--- src/rtl/hcms29xx_ctrl.sv ---
// Serial controller for a daisy-chain of HCMS-29xx dot-matrix displays: device bring-up,
// framed dot/control transfers over valid/ready, divided display clock and BLANK PWM.
module hcms29xx_ctrl #(
    parameter int          N_UNITS    = 2,
    parameter int          UNIT_W     = 20,
    parameter int          UNIT_H     = 8,
    parameter int          CLK_DIV    = 4,
    parameter int          RST_CYCLES = 32,
    parameter logic [7:0]  CMD_INIT   = 8'h7F,
    parameter int          PWM_BITS   = 6,
    localparam int         FRAME_BITS = N_UNITS * UNIT_W * UNIT_H
) (
    input  logic                  clk,
    input  logic                  rst,
    input  logic [FRAME_BITS-1:0] frame_data,
    input  logic                  frame_valid,
    output logic                  frame_ready,
    input  logic [7:0]            cmd_word,
    input  logic                  cmd_valid,
    output logic                  cmd_ready,
    input  logic [PWM_BITS-1:0]   duty,
    output logic                  busy,
    output logic                  dev_rst_n,
    output logic                  dev_clk,
    output logic                  dev_dout,
    output logic                  dev_rs,
    output logic                  dev_ce_n,
    output logic                  dev_blank
);

    localparam int BIT_CNT_W = $clog2(FRAME_BITS + 1);
    localparam int DIV_CNT_W = $clog2(CLK_DIV + 1);
    localparam int RST_CNT_W = $clog2(RST_CYCLES + 1);

    localparam logic [BIT_CNT_W-1:0] FRAME_LEN = BIT_CNT_W'(FRAME_BITS);
    localparam logic [BIT_CNT_W-1:0] CMD_LEN   = BIT_CNT_W'(8);
    localparam logic [DIV_CNT_W-1:0] DIV_LAST  = DIV_CNT_W'(CLK_DIV - 1);
    localparam logic [RST_CNT_W-1:0] RST_LAST  = RST_CNT_W'(RST_CYCLES - 1);

    // Bring-up states are numbered below S_IDLE so BLANK forcing is a single compare.
    localparam logic [3:0] S_RST       = 4'd0;
    localparam logic [3:0] S_CLR_SETUP = 4'd1;
    localparam logic [3:0] S_CLR_SHIFT = 4'd2;
    localparam logic [3:0] S_CLR_LATCH = 4'd3;
    localparam logic [3:0] S_INI_SETUP = 4'd4;
    localparam logic [3:0] S_INI_SHIFT = 4'd5;
    localparam logic [3:0] S_INI_LATCH = 4'd6;
    localparam logic [3:0] S_IDLE      = 4'd7;
    localparam logic [3:0] S_SETUP     = 4'd8;
    localparam logic [3:0] S_SHIFT     = 4'd9;
    localparam logic [3:0] S_LATCH     = 4'd10;

    logic [3:0]            state_q,     state_d;
    logic [RST_CNT_W-1:0]  rst_cnt_q,   rst_cnt_d;
    logic [BIT_CNT_W-1:0]  bit_cnt_q,   bit_cnt_d;
    logic [BIT_CNT_W-1:0]  len_q,       len_d;
    logic [DIV_CNT_W-1:0]  div_cnt_q,   div_cnt_d;
    logic                  half_q,      half_d;
    logic                  rs_type_q,   rs_type_d;
    logic [FRAME_BITS-1:0] shreg_q,     shreg_d;
    logic [PWM_BITS-1:0]   pwm_cnt_q,   pwm_cnt_d;
    logic [PWM_BITS-1:0]   duty_r_q,    duty_r_d;
    logic                  dev_rst_n_q, dev_rst_n_d;
    logic                  dev_clk_q,   dev_clk_d;
    logic                  dev_dout_q,  dev_dout_d;
    logic                  dev_rs_q,    dev_rs_d;
    logic                  dev_ce_n_q,  dev_ce_n_d;
    logic                  dev_blank_q, dev_blank_d;

    always_comb begin
        state_d     = state_q;
        rst_cnt_d   = rst_cnt_q;
        bit_cnt_d   = bit_cnt_q;
        len_d       = len_q;
        div_cnt_d   = div_cnt_q;
        half_d      = half_q;
        rs_type_d   = rs_type_q;
        shreg_d     = shreg_q;
        dev_rst_n_d = dev_rst_n_q;
        dev_clk_d   = dev_clk_q;
        dev_dout_d  = dev_dout_q;
        dev_rs_d    = dev_rs_q;
        dev_ce_n_d  = dev_ce_n_q;

        case (state_q)
            S_RST: begin
                dev_rst_n_d = 1'b0;
                if (rst_cnt_q == RST_LAST) begin
                    dev_rst_n_d = 1'b1;
                    rst_cnt_d   = '0;
                    shreg_d     = '0;
                    rs_type_d   = 1'b0;
                    len_d       = FRAME_LEN;
                    state_d     = S_CLR_SETUP;
                end else begin
                    rst_cnt_d = rst_cnt_q + RST_CNT_W'(1);
                end
            end

            // A command wins over a simultaneous frame offer.
            S_IDLE: begin
                if (cmd_valid) begin
                    shreg_d                   = '0;
                    shreg_d[FRAME_BITS-1 -: 8] = cmd_word;
                    rs_type_d                 = 1'b1;
                    len_d                     = CMD_LEN;
                    state_d                   = S_SETUP;
                end else if (frame_valid) begin
                    shreg_d   = frame_data;
                    rs_type_d = 1'b0;
                    len_d     = FRAME_LEN;
                    state_d   = S_SETUP;
                end
            end

            S_CLR_SETUP, S_INI_SETUP, S_SETUP: begin
                dev_rs_d  = rs_type_q;
                bit_cnt_d = '0;
                div_cnt_d = '0;
                half_d    = 1'b0;
                case (state_q)
                    S_CLR_SETUP: state_d = S_CLR_SHIFT;
                    S_INI_SETUP: state_d = S_INI_SHIFT;
                    default:     state_d = S_SHIFT;
                endcase
            end

            // Each bit period: CLK_DIV clk low (data launched at its start), CLK_DIV clk high.
            S_CLR_SHIFT, S_INI_SHIFT, S_SHIFT: begin
                if (bit_cnt_q == len_q) begin
                    dev_ce_n_d = 1'b1;
                    dev_clk_d  = 1'b0;
                    div_cnt_d  = '0;
                    half_d     = 1'b0;
                    case (state_q)
                        S_CLR_SHIFT: state_d = S_CLR_LATCH;
                        S_INI_SHIFT: state_d = S_INI_LATCH;
                        default:     state_d = S_LATCH;
                    endcase
                end else begin
                    dev_ce_n_d = 1'b0;
                    dev_clk_d  = half_q;
                    if (!half_q && div_cnt_q == '0) begin
                        dev_dout_d = shreg_q[FRAME_BITS-1];
                        shreg_d    = shreg_q << 1;
                    end
                    if (div_cnt_q == DIV_LAST) begin
                        div_cnt_d = '0;
                        half_d    = !half_q;
                        if (half_q) begin
                            bit_cnt_d = bit_cnt_q + BIT_CNT_W'(1);
                        end
                    end else begin
                        div_cnt_d = div_cnt_q + DIV_CNT_W'(1);
                    end
                end
            end

            S_CLR_LATCH, S_INI_LATCH, S_LATCH: begin
                dev_ce_n_d = 1'b1;
                dev_clk_d  = 1'b0;
                if (div_cnt_q == DIV_LAST) begin
                    div_cnt_d = '0;
                    if (half_q) begin
                        half_d   = 1'b0;
                        dev_rs_d = 1'b0;
                        if (state_q == S_CLR_LATCH) begin
                            shreg_d                    = '0;
                            shreg_d[FRAME_BITS-1 -: 8] = CMD_INIT;
                            rs_type_d                  = 1'b1;
                            len_d                      = CMD_LEN;
                            state_d                    = S_INI_SETUP;
                        end else begin
                            state_d = S_IDLE;
                        end
                    end else begin
                        half_d = 1'b1;
                    end
                end else begin
                    div_cnt_d = div_cnt_q + DIV_CNT_W'(1);
                end
            end

            default: state_d = S_RST;
        endcase
    end

    // Free-running PWM; a new duty only takes effect at the start of a period.
    always_comb begin
        pwm_cnt_d   = pwm_cnt_q + PWM_BITS'(1);
        duty_r_d    = (pwm_cnt_q == '1) ? duty : duty_r_q;
        dev_blank_d = (state_q < S_IDLE) ? 1'b1 : (pwm_cnt_q >= duty_r_q);
    end

    always_ff @(posedge clk) begin
        if (rst) begin
            state_q     <= S_RST;
            rst_cnt_q   <= '0;
            bit_cnt_q   <= '0;
            len_q       <= '0;
            div_cnt_q   <= '0;
            half_q      <= 1'b0;
            rs_type_q   <= 1'b0;
            shreg_q     <= '0;
            pwm_cnt_q   <= '0;
            duty_r_q    <= '0;
            dev_rst_n_q <= 1'b0;
            dev_clk_q   <= 1'b0;
            dev_dout_q  <= 1'b0;
            dev_rs_q    <= 1'b0;
            dev_ce_n_q  <= 1'b1;
            dev_blank_q <= 1'b1;
        end else begin
            state_q     <= state_d;
            rst_cnt_q   <= rst_cnt_d;
            bit_cnt_q   <= bit_cnt_d;
            len_q       <= len_d;
            div_cnt_q   <= div_cnt_d;
            half_q      <= half_d;
            rs_type_q   <= rs_type_d;
            shreg_q     <= shreg_d;
            pwm_cnt_q   <= pwm_cnt_d;
            duty_r_q    <= duty_r_d;
            dev_rst_n_q <= dev_rst_n_d;
            dev_clk_q   <= dev_clk_d;
            dev_dout_q  <= dev_dout_d;
            dev_rs_q    <= dev_rs_d;
            dev_ce_n_q  <= dev_ce_n_d;
            dev_blank_q <= dev_blank_d;
        end
    end

    assign busy        = (state_q != S_IDLE);
    assign cmd_ready   = (state_q == S_IDLE);
    assign frame_ready = (state_q == S_IDLE) && !cmd_valid;
    assign dev_rst_n   = dev_rst_n_q;
    assign dev_clk     = dev_clk_q;
    assign dev_dout    = dev_dout_q;
    assign dev_rs      = dev_rs_q;
    assign dev_ce_n    = dev_ce_n_q;
    assign dev_blank   = dev_blank_q;

endmodule

--- config.mk ---
export PLATFORM = sky130hd
export DESIGN_NAME = hcms29xx_ctrl
export DESIGN_NICKNAME = d
export VERILOG_FILES = /design/src/rtl/hcms29xx_ctrl.sv
export SDC_FILE = /design/constraint.sdc
export NUM_CORES = 1
export LEC_CHECK = 0
export BUFFER_PORTS_ARGS = -buffer_cell sky130_fd_sc_hd__clkbuf_2
export CORE_UTILIZATION = 55
export DETAILED_ROUTE_END_ITERATION = 16
export PLACE_DENSITY = 0.82
export SLEW_MARGIN = 20
export SYNTH_ARGS = -nofsm -noshare
export SYNTH_HDL_FRONTEND = slang
export SYNTH_SLANG_ARGS = --single-unit
export TNS_END_PERCENT = 100
--- constraint.sdc ---
create_clock -name clk -period 2.5 [get_ports clk]
set_input_delay 0.375 -clock clk [delete_from_list [all_inputs] [get_ports clk]]
set_output_delay 0.375 -clock clk [all_outputs]
set_load 0.005 [all_outputs]
==> summary.md <==
| Metric | Value |
|---|---|
| Status | complete, but fails checks |
| Failing checks | negative setup slack |
| Clock sinks | 363 |
| DR iter-0 viols | 1856 |
| WL/cell | 22.0 µm |
| R2r endpoint | shreg_q[228] |
| GPL Wtd Cong | 0.839 |
| Area leader, netlist | dfxtp_1 |
| # DRC | 0 |
| Top-area cell type share of the netlist area | 40.6% |
| Worst reg-to-reg path cell count | 8 |
| Peak VDD IR | 0.684 mV |
| Flops & latches, synth | 363 |
| Cell Area, Synth | 0.0179 mm² |
| Initial antenna violation count | 0 |
| Clock skew | 0.0122 ns |
| Flop-to-flop setup slack | -0.06 ns |
| Number of global-route vias before repair | 15.3k |
| Final Hold Viols | 0 |
| Ys Warns | 0 |
| CP arrival | 2.94 ns |
| Largest cells by area after synthesis | dfxtp_1, a211oi_2, a22oi_1, a21oi_1, clkbuf_1 |
| Async SR Flop Fraction | 0% |
| Most common cell in the netlist | dfxtp_1 |
| Core area | 0.0318 mm² |
| Maximum clock path buffer count | 3 |
| Buffers on Ports | 346 |
| Worst hold stages | 3 |
| Final non-filler cell total | 2509 |
| H-tree levels | 2 |
| Io pins | 347 |
| TritonCTS clock tree | built |
| First-pass GRT wire length | 76400 µm |
| Die Area | 0.0333 mm² |
| Routed WL | 55300 µm |
| Clk_lat worst skew | 0.52 ns |
| Avg Inst Size Synth | 9.95 µm² |
| Vias per cell | 6.70 |
| Power density cells | 1020 mW/mm² |
| TritonCTS buffer count | 39 |
| Vias after detailed routing | 16.8k |
| Critical path endpoint category | flop |
| Setup violators final | 2 |
| Area grow syn2layout | 23.4% |
| Critical Path RT | 2.88 ns |
| Syn_nets | 2149 |
| Hold EP | duty_r_q[4] |
| Hold Crit Class | in -> reg |
| Layout Nets | 2395 |
| GRT Total Usage | 27.4% |
| Total gr overflow | 0 |
| Final ANT Viol Nets | 0 |
| Hold-fix buffers, CTS | 0 |
| Die H | 182 µm |
| Max incr delay on CP | 0.46 ns |
| Post-synth EDFFs | 0 |
| Fin crit share | 102% |
| Max-slew headroom | 45.7% |
| Pre-CTS WS | -0.0698 ns |
| DIE WIDTH | 182 µm |
| Achievable Freq | 390 MHz |
| Cell total after placement | 2406 |
| Final HPWL DP | 29500 µm |
| CP max FO | 144 |
| Hold Crit Start | duty[4] |
| RSZ-0062 raised after global routing | yes |
| Final setup margin | -0.0614 ns |
| Hold slack | 0.104 ns |
| Synth cell types | 54 |
| Launch point of the worst reg-to-reg path | bit_cnt_q[1] |
| Fin crit period | 2.56 ns |
| Row count | 65 |
| Slew @ Worst Pin | 0.815 ns |
| Setup Crit Path Kind | reg -> reg |
| Top cells by count, synth | dfxtp_1, a21oi_1, a22oi_1 |
| Crit path cell chain | inv_1 -> ha_1 -> or4b_4 -> a2111oi_4 -> o2bb2ai_4 -> buf_12 -> a21oi_1 -> a211oi_2 |
| Layout cell share with drive strength beyond 1 | 41.8% |
| Fin. max-slew vios | 0 |
| Clock root cell | clkbuf_16 |
| Worst path slowest cell | or4b_4 |
| Max cap viols | 0 |
| Initial Util | 56.3% |
| Largest net degree at the start of global routing | 176 |
| Clock transition at the registers of the reported paths | 0.06 ns |
| Sequential area share after synthesis | 40.6% |
| Dominant synthesized flop cell | dfxtp_1 |
| Cell family with the largest share of critical-path delay | compound AO/OA/AOI/OAI gates |
| N_diodes | 0 |
| CP Launch Type | flop |
| Leakage power | 0.00708 µW |
| Drt first pass iters | 6 |
| Post-Synthesis Cells | 1799 |
| Critical path buffer and inverter count | 2 |
==> flip-flops by register name (all words and copies together), names as in the netlist <==
name       flops
dev_ce_n       1
pwm_cnt_q      6
dev_rst_n      1
half_q         1
dev_dout       1
state_q        4
shreg_q      320
div_cnt_q      3
dev_rs         1
duty_r_q       6
bit_cnt_q      9
dev_blank      1
len_q          2
rst_cnt_q      6
dev_clk        1
==> area by class of cell <==
type	instances	area [µm²]
clock buffers	63	1230
clock inverters	7	66.3
fillers	2267	9720
inverters	13	48.8
multi-input cells	1192	9700
flip-flops and latches	363	7270
well taps	435	544
repair buffers	436	3220
==> placed cells by master, fill, tap and decap left out, types with 14 or more instances in the layout <==
master / count
clkbuf_16: 56
a22oi_1: 311
a21oi_2: 40
mux2i_1: 15
clkbuf_2: 345
nand3_1: 14
a21oi_1: 303
a211oi_1: 14
a211oi_2: 307
o21ai_0: 21
buf_12: 28
nor2_1: 28
buf_4: 32
nand2_1: 22
dfxtp_1: 358
==> cell families after synthesis <==
logic type	Yosys count	synth area share (%)
buf+inv	245	6.80
fa+ha+maj	13	0.895
xor+xnor	10	0.489
compound gates	1033	46.8
mux	17	0.965
simple gates	118	3.40
flops	363	40.6
==> where the power goes <==
| group | internal [µW] | switching [µW] | leakage (µW) |
|---|---|---|---|
| Sequential | 7620 | 1120 | 0.00294 |
| Clock | 3460 | 2320 | 0.000638 |
| Combinational | 3620 | 4430 | 0.00350 |
| Total | 14700 | 7870 | 0.00708 |
==> routing by layer <==
metal / vias to the layer above / wire length, µm / share of wire (%) / track usage [%]
met3: 150 / 5220 / 9.4 / 6.21
met4: 0 / 1820 / 3.3 / 9.92
met2: 977 / 26200 / 47 / 44.7
li1: 7553 / - / - / -
met1: 8125 / 22100 / 40 / 35.6
met5: - / 0 / 0 / 0
==> tightest hold or removal path: cells and delay by family <==
family	cells	cell delay, ns
buffers and inverters	1	0.08
multiplexers	1	0.05
AND/OR/NAND/NOR	1	0.07
==> how the worst max path moves through the flow <==
stage               cells after the start          from  slack [ns]      endpoint
detailed placement                      8  bit_cnt_q[1]       -0.07  shreg_q[209]
floorplan                               9  div_cnt_q[0]        0.19  shreg_q[148]
finish                                  8  bit_cnt_q[1]       -0.06  shreg_q[228]
global route                            8  bit_cnt_q[1]       -0.08  shreg_q[255]
CTS                                     8  bit_cnt_q[1]        0.01  shreg_q[209]
global placement                        8  bit_cnt_q[1]        0.02  shreg_q[216]
==> stage by stage <==
stage	setup TNS, ns	cell area [µm²]	utilization, %	power (µW)
2_1_floorplan	0	17900	-	14100
3_3_place_gp	0	19800	62.4	14900
3_5_place_dp	-1.18	19800	62.4	15300
4_1_cts	0	21200	66.5	21100
5_1_grt	-1.92	22100	69.4	23600
6_report	-0.0662	22100	69.4	22600
==> repair_timing <==
action / CTS / global route
gates resized for setup: 5 / 89
setup endpoints to repair: 179 / 319
setup buffers: 0 / 5
endpoints found under the hold margin: 0 / 0
pin swaps: 1 / 3
gates cloned: 0 / 28
(Power assumes the default switching activity.)
